<file path="src/rtl/instr_fetch_if.sv">
// Instruction-memory request/response bus: req/addr/gnt toward memory,
// rvalid/rdata back, at most one transaction outstanding.
interface instr_fetch_if;
    logic        instr_req;
    logic [31:0] instr_addr;
    logic        instr_gnt;
    logic        instr_rvalid;
    logic [31:0] instr_rdata;

    modport master (
        output instr_req,
        output instr_addr,
        input  instr_gnt,
        input  instr_rvalid,
        input  instr_rdata
    );

    modport slave (
        input  instr_req,
        input  instr_addr,
        output instr_gnt,
        output instr_rvalid,
        output instr_rdata
    );
endinterface

</file>
<file path="src/rtl/instr_fetch.sv">
// Instruction fetch unit: PC generation, single-outstanding memory fetch, prefetch FIFO
// toward decode, redirect flush. Optional macro IF_BYPASS_EN adds an rvalid->decoder bypass.
module instr_fetch #(
    parameter logic [31:0] BOOT_ADDR  = 32'h0000_0000,
    parameter int          FIFO_DEPTH = 2
) (
    input  logic                 clk_i,
    input  logic                 rst_i,
    instr_fetch_if.master        bus,
    input  logic                 redirect_i,
    input  logic [31:0]          redirect_pc_i,
    output logic                 instr_valid_o,
    input  logic                 instr_ready_i,
    output logic [31:0]          instr_o,
    output logic [31:0]          pc_o
);
    localparam int PTR_W = (FIFO_DEPTH > 2) ? 2 : 1;
    localparam int CNT_W = PTR_W + 1;
    localparam logic [CNT_W-1:0] DEPTH_C = CNT_W'(FIFO_DEPTH);
    localparam logic [31:0] BOOT_PC = BOOT_ADDR & ~32'd3;

    localparam logic [1:0] S_IDLE = 2'd0;
    localparam logic [1:0] S_REQ  = 2'd1;
    localparam logic [1:0] S_WAIT = 2'd2;
    localparam logic [1:0] S_DROP = 2'd3;

    logic [1:0]       state_q, state_d;
    logic [31:0]      fetch_pc_q, fetch_pc_d;
    logic [31:0]      req_pc_q, req_pc_d;
    logic [31:0]      fifo_instr_q [FIFO_DEPTH];
    logic [31:0]      fifo_pc_q    [FIFO_DEPTH];
    logic [PTR_W-1:0] rd_ptr_q, wr_ptr_q;
    logic [CNT_W-1:0] count_q, count_after;
    logic             fifo_empty, push, pop, resp_in_wait;

    assign fifo_empty   = (count_q == '0);
    assign resp_in_wait = (state_q == S_WAIT) && bus.instr_rvalid;

`ifdef IF_BYPASS_EN
    logic bypass_valid, bypass_take;
    // A response landing in an empty FIFO goes straight to decode; it is
    // only buffered if decode does not take it this cycle.
    assign bypass_valid  = fifo_empty && resp_in_wait;
    assign bypass_take   = bypass_valid && !redirect_i && instr_ready_i;
    assign instr_valid_o = !redirect_i && (!fifo_empty || bypass_valid);
    assign instr_o       = bypass_valid ? bus.instr_rdata : fifo_instr_q[rd_ptr_q];
    assign pc_o          = bypass_valid ? req_pc_q : fifo_pc_q[rd_ptr_q];
    assign pop           = !redirect_i && !fifo_empty && instr_ready_i;
    assign push          = resp_in_wait && !redirect_i && !bypass_take;
`else
    assign instr_valid_o = !redirect_i && !fifo_empty;
    assign instr_o       = fifo_instr_q[rd_ptr_q];
    assign pc_o          = fifo_pc_q[rd_ptr_q];
    assign pop           = instr_valid_o && instr_ready_i;
    assign push          = resp_in_wait && !redirect_i;
`endif

    assign count_after     = count_q + CNT_W'(push) - CNT_W'(pop);
    assign bus.instr_req   = (state_q == S_REQ);
    assign bus.instr_addr  = fetch_pc_q;

    always_comb begin
        state_d    = state_q;
        fetch_pc_d = fetch_pc_q;
        req_pc_d   = req_pc_q;
        case (state_q)
            S_IDLE: if (count_q < DEPTH_C) state_d = S_REQ;
            S_REQ: begin
                if (bus.instr_gnt) begin
                    fetch_pc_d = fetch_pc_q + 32'd4;
                    req_pc_d   = fetch_pc_q;
                    state_d    = S_WAIT;
                end
            end
            S_WAIT: if (bus.instr_rvalid) state_d = (count_after < DEPTH_C) ? S_REQ : S_IDLE;
            S_DROP: if (bus.instr_rvalid) state_d = S_REQ;
            default: state_d = S_IDLE;
        endcase
        // A redirect overrides the normal transition; the only question is
        // whether a granted-but-unanswered request must still be drained.
        if (redirect_i) begin
            fetch_pc_d = redirect_pc_i & ~32'd3;
            case (state_q)
                S_REQ:   state_d = bus.instr_gnt ? S_DROP : S_REQ;
                S_WAIT:  state_d = bus.instr_rvalid ? S_REQ : S_DROP;
                S_DROP:  state_d = bus.instr_rvalid ? S_REQ : S_DROP;
                default: state_d = S_REQ;
            endcase
        end
    end

    always_ff @(posedge clk_i) begin
        if (rst_i) begin
            state_q    <= S_IDLE;
            fetch_pc_q <= BOOT_PC;
            req_pc_q   <= '0;
            rd_ptr_q   <= '0;
            wr_ptr_q   <= '0;
            count_q    <= '0;
        end else begin
            state_q    <= state_d;
            fetch_pc_q <= fetch_pc_d;
            req_pc_q   <= req_pc_d;
            if (redirect_i) begin
                rd_ptr_q <= '0;
                wr_ptr_q <= '0;
                count_q  <= '0;
            end else begin
                if (push) wr_ptr_q <= wr_ptr_q + 1'b1;
                if (pop)  rd_ptr_q <= rd_ptr_q + 1'b1;
                count_q <= count_after;
            end
        end
    end

    always_ff @(posedge clk_i) begin
        if (rst_i) begin
            for (int i = 0; i < FIFO_DEPTH; i++) begin
                fifo_instr_q[i] <= '0;
                fifo_pc_q[i]    <= '0;
            end
        end else if (push) begin
            fifo_instr_q[wr_ptr_q] <= bus.instr_rdata;
            fifo_pc_q[wr_ptr_q]    <= req_pc_q;
        end
    end
endmodule

</file>
<file path="src/flat_wrapper.sv">
// flat-port wrapper written by rule: the top's interface ports become plain ports
module instr_fetch_flat 
#(
    parameter logic [31:0] BOOT_ADDR  = 32'h0000_0000,
    parameter int          FIFO_DEPTH = 2
)
  (clk_i, rst_i, redirect_i, redirect_pc_i, instr_valid_o, instr_ready_i, instr_o, pc_o, bus_instr_req, bus_instr_addr, bus_instr_gnt, bus_instr_rvalid, bus_instr_rdata);
  instr_fetch_if bus_i ();
  input  logic clk_i;
  input  logic rst_i;
  input  logic redirect_i;
  input  logic [31:0] redirect_pc_i;
  output logic instr_valid_o;
  input  logic instr_ready_i;
  output logic [31:0] instr_o;
  output logic [31:0] pc_o;
  output wire logic [$bits(bus_i.instr_req)-1:0] bus_instr_req;
  output wire logic [$bits(bus_i.instr_addr)-1:0] bus_instr_addr;
  input wire logic [$bits(bus_i.instr_gnt)-1:0] bus_instr_gnt;
  input wire logic [$bits(bus_i.instr_rvalid)-1:0] bus_instr_rvalid;
  input wire logic [$bits(bus_i.instr_rdata)-1:0] bus_instr_rdata;
  assign bus_instr_req = bus_i.instr_req;
  assign bus_instr_addr = bus_i.instr_addr;
  assign bus_i.instr_gnt = bus_instr_gnt;
  assign bus_i.instr_rvalid = bus_instr_rvalid;
  assign bus_i.instr_rdata = bus_instr_rdata;
  instr_fetch #(.BOOT_ADDR(BOOT_ADDR), .FIFO_DEPTH(FIFO_DEPTH)) u_core (.clk_i(clk_i), .rst_i(rst_i), .bus(bus_i), .redirect_i(redirect_i), .redirect_pc_i(redirect_pc_i), .instr_valid_o(instr_valid_o), .instr_ready_i(instr_ready_i), .instr_o(instr_o), .pc_o(pc_o));
endmodule
</file>
<file path="config.mk">
export PLATFORM = sky130hd
export DESIGN_NAME = instr_fetch_flat
export DESIGN_NICKNAME = d
export VERILOG_FILES = /design/src/rtl/instr_fetch_if.sv /design/src/rtl/instr_fetch.sv /design/src/flat_wrapper.sv
export SDC_FILE = /design/constraint.sdc
export NUM_CORES = 1
export LEC_CHECK = 0
export BUFFER_PORTS_ARGS = -buffer_cell sky130_fd_sc_hd__buf_2
export CAP_MARGIN = 20
export CORE_ASPECT_RATIO = 0.8
export CORE_MARGIN = 1.5
export CORE_UTILIZATION = 53
export DETAILED_ROUTE_END_ITERATION = 12
export GPL_ROUTABILITY_DRIVEN = 1
export GPL_TIMING_DRIVEN = 0
export PLACE_DENSITY = 0.76
export SLEW_MARGIN = 20
export SYNTH_ARGS = -nofsm -noshare
export SYNTH_HDL_FRONTEND = slang
export SYNTH_SLANG_ARGS = --single-unit
</file>
<file path="constraint.sdc">
create_clock -name clk_i -period 11.72 [get_ports clk_i]
set_input_delay 2.344 -clock clk_i [delete_from_list [all_inputs] [get_ports clk_i]]
set_output_delay 2.344 -clock clk_i [all_outputs]
set_load 0.05 [all_outputs]
</file>
==> summary.txt <==
Global route
  – GRT Overall Usage: 23.1%
  – First-pass GRT wire length: about 29 mm
  – Initial antenna violation count: 0
  – Vias in the first global route: between 5000 and 6000
  – Gr ovfl total: 0
  – Largest net degree at the start of global routing: 36

Die
  – # IOs: 168
  – Initial Utilization: 53.9%
  – Die Height: 116 microns
  – FP Rows: 41
  – Core footprint: 0.0157 sq mm
  – Die ar.: between 0.015 and 0.02 sq mm
  – Die Wd: 144 microns

Route
  – DR vias/cell: 5.38
  – Met1 wire length: 8.47 mm
  – Post-route DRC: 0
  – DR top layer: met4
  – Detail Route Antenna Nets: 0
  – Detail Route met3 WL: around 1.6 mm
  – Routed WL: 18.7 mm
  – Routed wl met2: approximately 8.5 mm
  – Via count: between 6000 and 7000
  – Wirelength per Cell: 16.4 microns
  – Detailed Route Iter0 Violations: 390
  – First-pass DRT Iterations: 5

Power
  – P_leak: 3.95 nW
  – Pwr/cell area: 146 mW/mm^2
  – Worst vdd ir: 0.107 mV

Clock network
  – CTS Hold Buffers Added: 0
  – H-tree Lvls: 4
  – Number of setup buffers added after CTS: 0
  – CTS tree: yes
  – Root Buffer Master: clkbuf_16
  – Clk buf depth: 2
  – Clk sinks: 191
  – Clock Pin Slew Worst Setup and Hold Paths: 0.07 ns
  – Post_cts resized: 0
  – Worst-Skew Late Latency: between 0.4 and 0.5 ns
  – Number of buffers created by CTS: 17

Yosys
  – Seq/Total Area, Yosys: 59.9%
  – Share of flip-flops with an asynchronous set or reset: 0%
  – Syn Std Cell Area: around 0.0085 sq mm
  – Synth cell types: 49
  – Post-synth top area cell: edfxtp_1
  – Largest cells by area after synthesis: edfxtp_1 44%, dfxtp_1 16%, and2_1 9.3%
  – Flops & latches, synth: 191
  – Number of synthesized flops with an enable pin: about 120
  – Synthesis Warnings: 0
  – Syn avg cell area: about 12 sq um
  – Yosys top cell area share: around 44%
  – Synth Flop Type: edfxtp_1
  – Top-count cell post-synth: and2_1
  – Post-Synthesis Cells: 730
  – Synth cell count leaders: 126 x and2_1, 124 x edfxtp_1, 78 x nand2_1

Cells and area
  – Area Overhead vs Synth: 20.8%
  – Antenna Cells: 0
  – Filler cell count: 1227
  – Fin cells: 1143
  – Nets: 988
  – FF/Latch Area: 0.00506 sq mm
  – Footprint of the multi-input gates: 0.00319 sq mm
  – Layout cells sized above 1: 29.5%

Placement
  – DP Worst Slack: approximately 6.4 ns
  – DP Wirelength: 12.9 mm
  – Dpl cells: approximately 1100
  – Port buffer count: 160
  – Gpl congestion: 0.870

Setup path
  – CP Capture Type: primary output
  – Crit Path Max Fanout: 5
  – Critical-path cell list: buf_2, o21ba_2, buf_2
  – Cell mode on critical path: buf_2
  – Worst path slowest cell: buf_2
  – Setup crit start kind: input pin
  – Max stage delay on crit path: 0.25 ns
  – Worst Path Required: 9.38 ns
  – Worst endpoint data arrival time: 2.97 ns
  – CP Class: in2out

Run
  – Max-Cap Viols: 0

STA
  – Setup WS post-layout: approximately 6.4 ns
  – Slew of the pin with the lowest slew margin: 0.883 ns
  – RSZ-0062 raised after global routing: no
  – Period minus WS final: roughly 5.3 ns
  – Max Freq: 0.188 GHz
  – Clock skew: 0.00766 ns
  – Max-slew headroom: 40.6%
  – Post-route setup TNS: 0 ns
  – Tcrit/Tclk final: a little under half
  – Final Max Slew Viols: 0
  – Final Hold Vio Count: 0
  – Final setup viols: 0

Outcome
  – Outcome: completed

Worst hold path
  – Worst Hold Class: reg2reg
[routing by layer]
metal | up-vias | GRT usage [%]
li1 | 3001 | -
met1 | 2890 | 31.9
met2 | 248 | 36.3
met3 | 13 | 6.28
met4 | 0 | 5.79
met5 | - | 0
[layout make-up]
type                       instances  share of cell area [%]
inverter                          10                   0.367
timing repair buffer             163                    8.50
sequential                       191                    49.6
clock buffer                      18                    4.20
buffer                            47                    1.95
tap                              215                    2.63
multi-input combinational        485                    31.3
clock inverter                    14                    1.53
[cells by family after synthesis]
family / Yosys count / synth area share, %
compound gates: 92 / 7.25
xor+xnor: 12 / 1.24
fa+ha+maj: 3 / 0.444
buf+inv: 57 / 2.79
flops: 191 / 59.9
mux: 62 / 8.25
other cells: 1 / 0.0443
simple gates: 312 / 20.1
[power breakdown]
| group | internal, mW | total, mW | switching [mW] |
|---|---|---|---|
| combinational | 0.0429 | 0.155 | 0.112 |
| sequential | 0.741 | 0.763 | 0.0216 |
| clock | 0.317 | 0.570 | 0.253 |
| total | 1.10 | 1.49 | 0.387 |
[flip-flops by register name, summed over array words and instances (netlist names), named ones only]
signal	count
u_core.fifo_pc_q	60
u_core.wr_ptr_q	1
u_core.bus.instr_addr	30
u_core.state_q	2
u_core.rd_ptr_q	1
u_core.count_q	2
u_core.fifo_instr_q	64
u_core.req_pc_q	30
[worst max-delay path: cells and delay by family]
kind | cells | cell delay [ns]
AO/OA/AOI/OAI | 1 | 0.24
buffers and inverters | 2 | 0.38
[through the flow]
step	instance area (sq um)	utilization, %	power [mW]	hold slack, ns
after floorplan	8470	-	0.880	0.440
after global placement	9540	60.8	0.929	0.449
after detailed placement	9630	61.4	0.932	0.455
after CTS	10200	65.1	1.49	0.463
after global routing	10200	65.1	1.54	0.484
final	10200	65.1	1.49	0.462
[path summary, 6_finish.rpt]
check | start | endpoint | slack, ns | cells after the start
worst max register to register | u_core.state_q[1] | u_core.fifo_instr_q[1][0] | 8.81 | 5
worst min-delay path | u_core.req_pc_q[31] | u_core.req_pc_q[31] | 0.46 | 2
worst min register to register | u_core.req_pc_q[31] | u_core.req_pc_q[31] | 0.46 | 2
worst max-delay path | redirect_i | instr_valid_o | 6.41 | 3
[placed cells by master, fill, tap and decap left out, types with 9 or more instances in the layout]
cell type and n:
buf_2 160, and2_1 126, edfxtp_1 124, nand2_1 78, dfxtp_1 67, mux2_2 62
clkbuf_1 41, a21oi_1 38, nor2_1 28, clkbuf_16 17, nand3_1 16, a311oi_1 12
a211oi_1 11, or4_1 11, xnor2_1 10, nor3_1 10, inv_1 9, o31ai_1 9
Power figures use the tool's default switching activity.
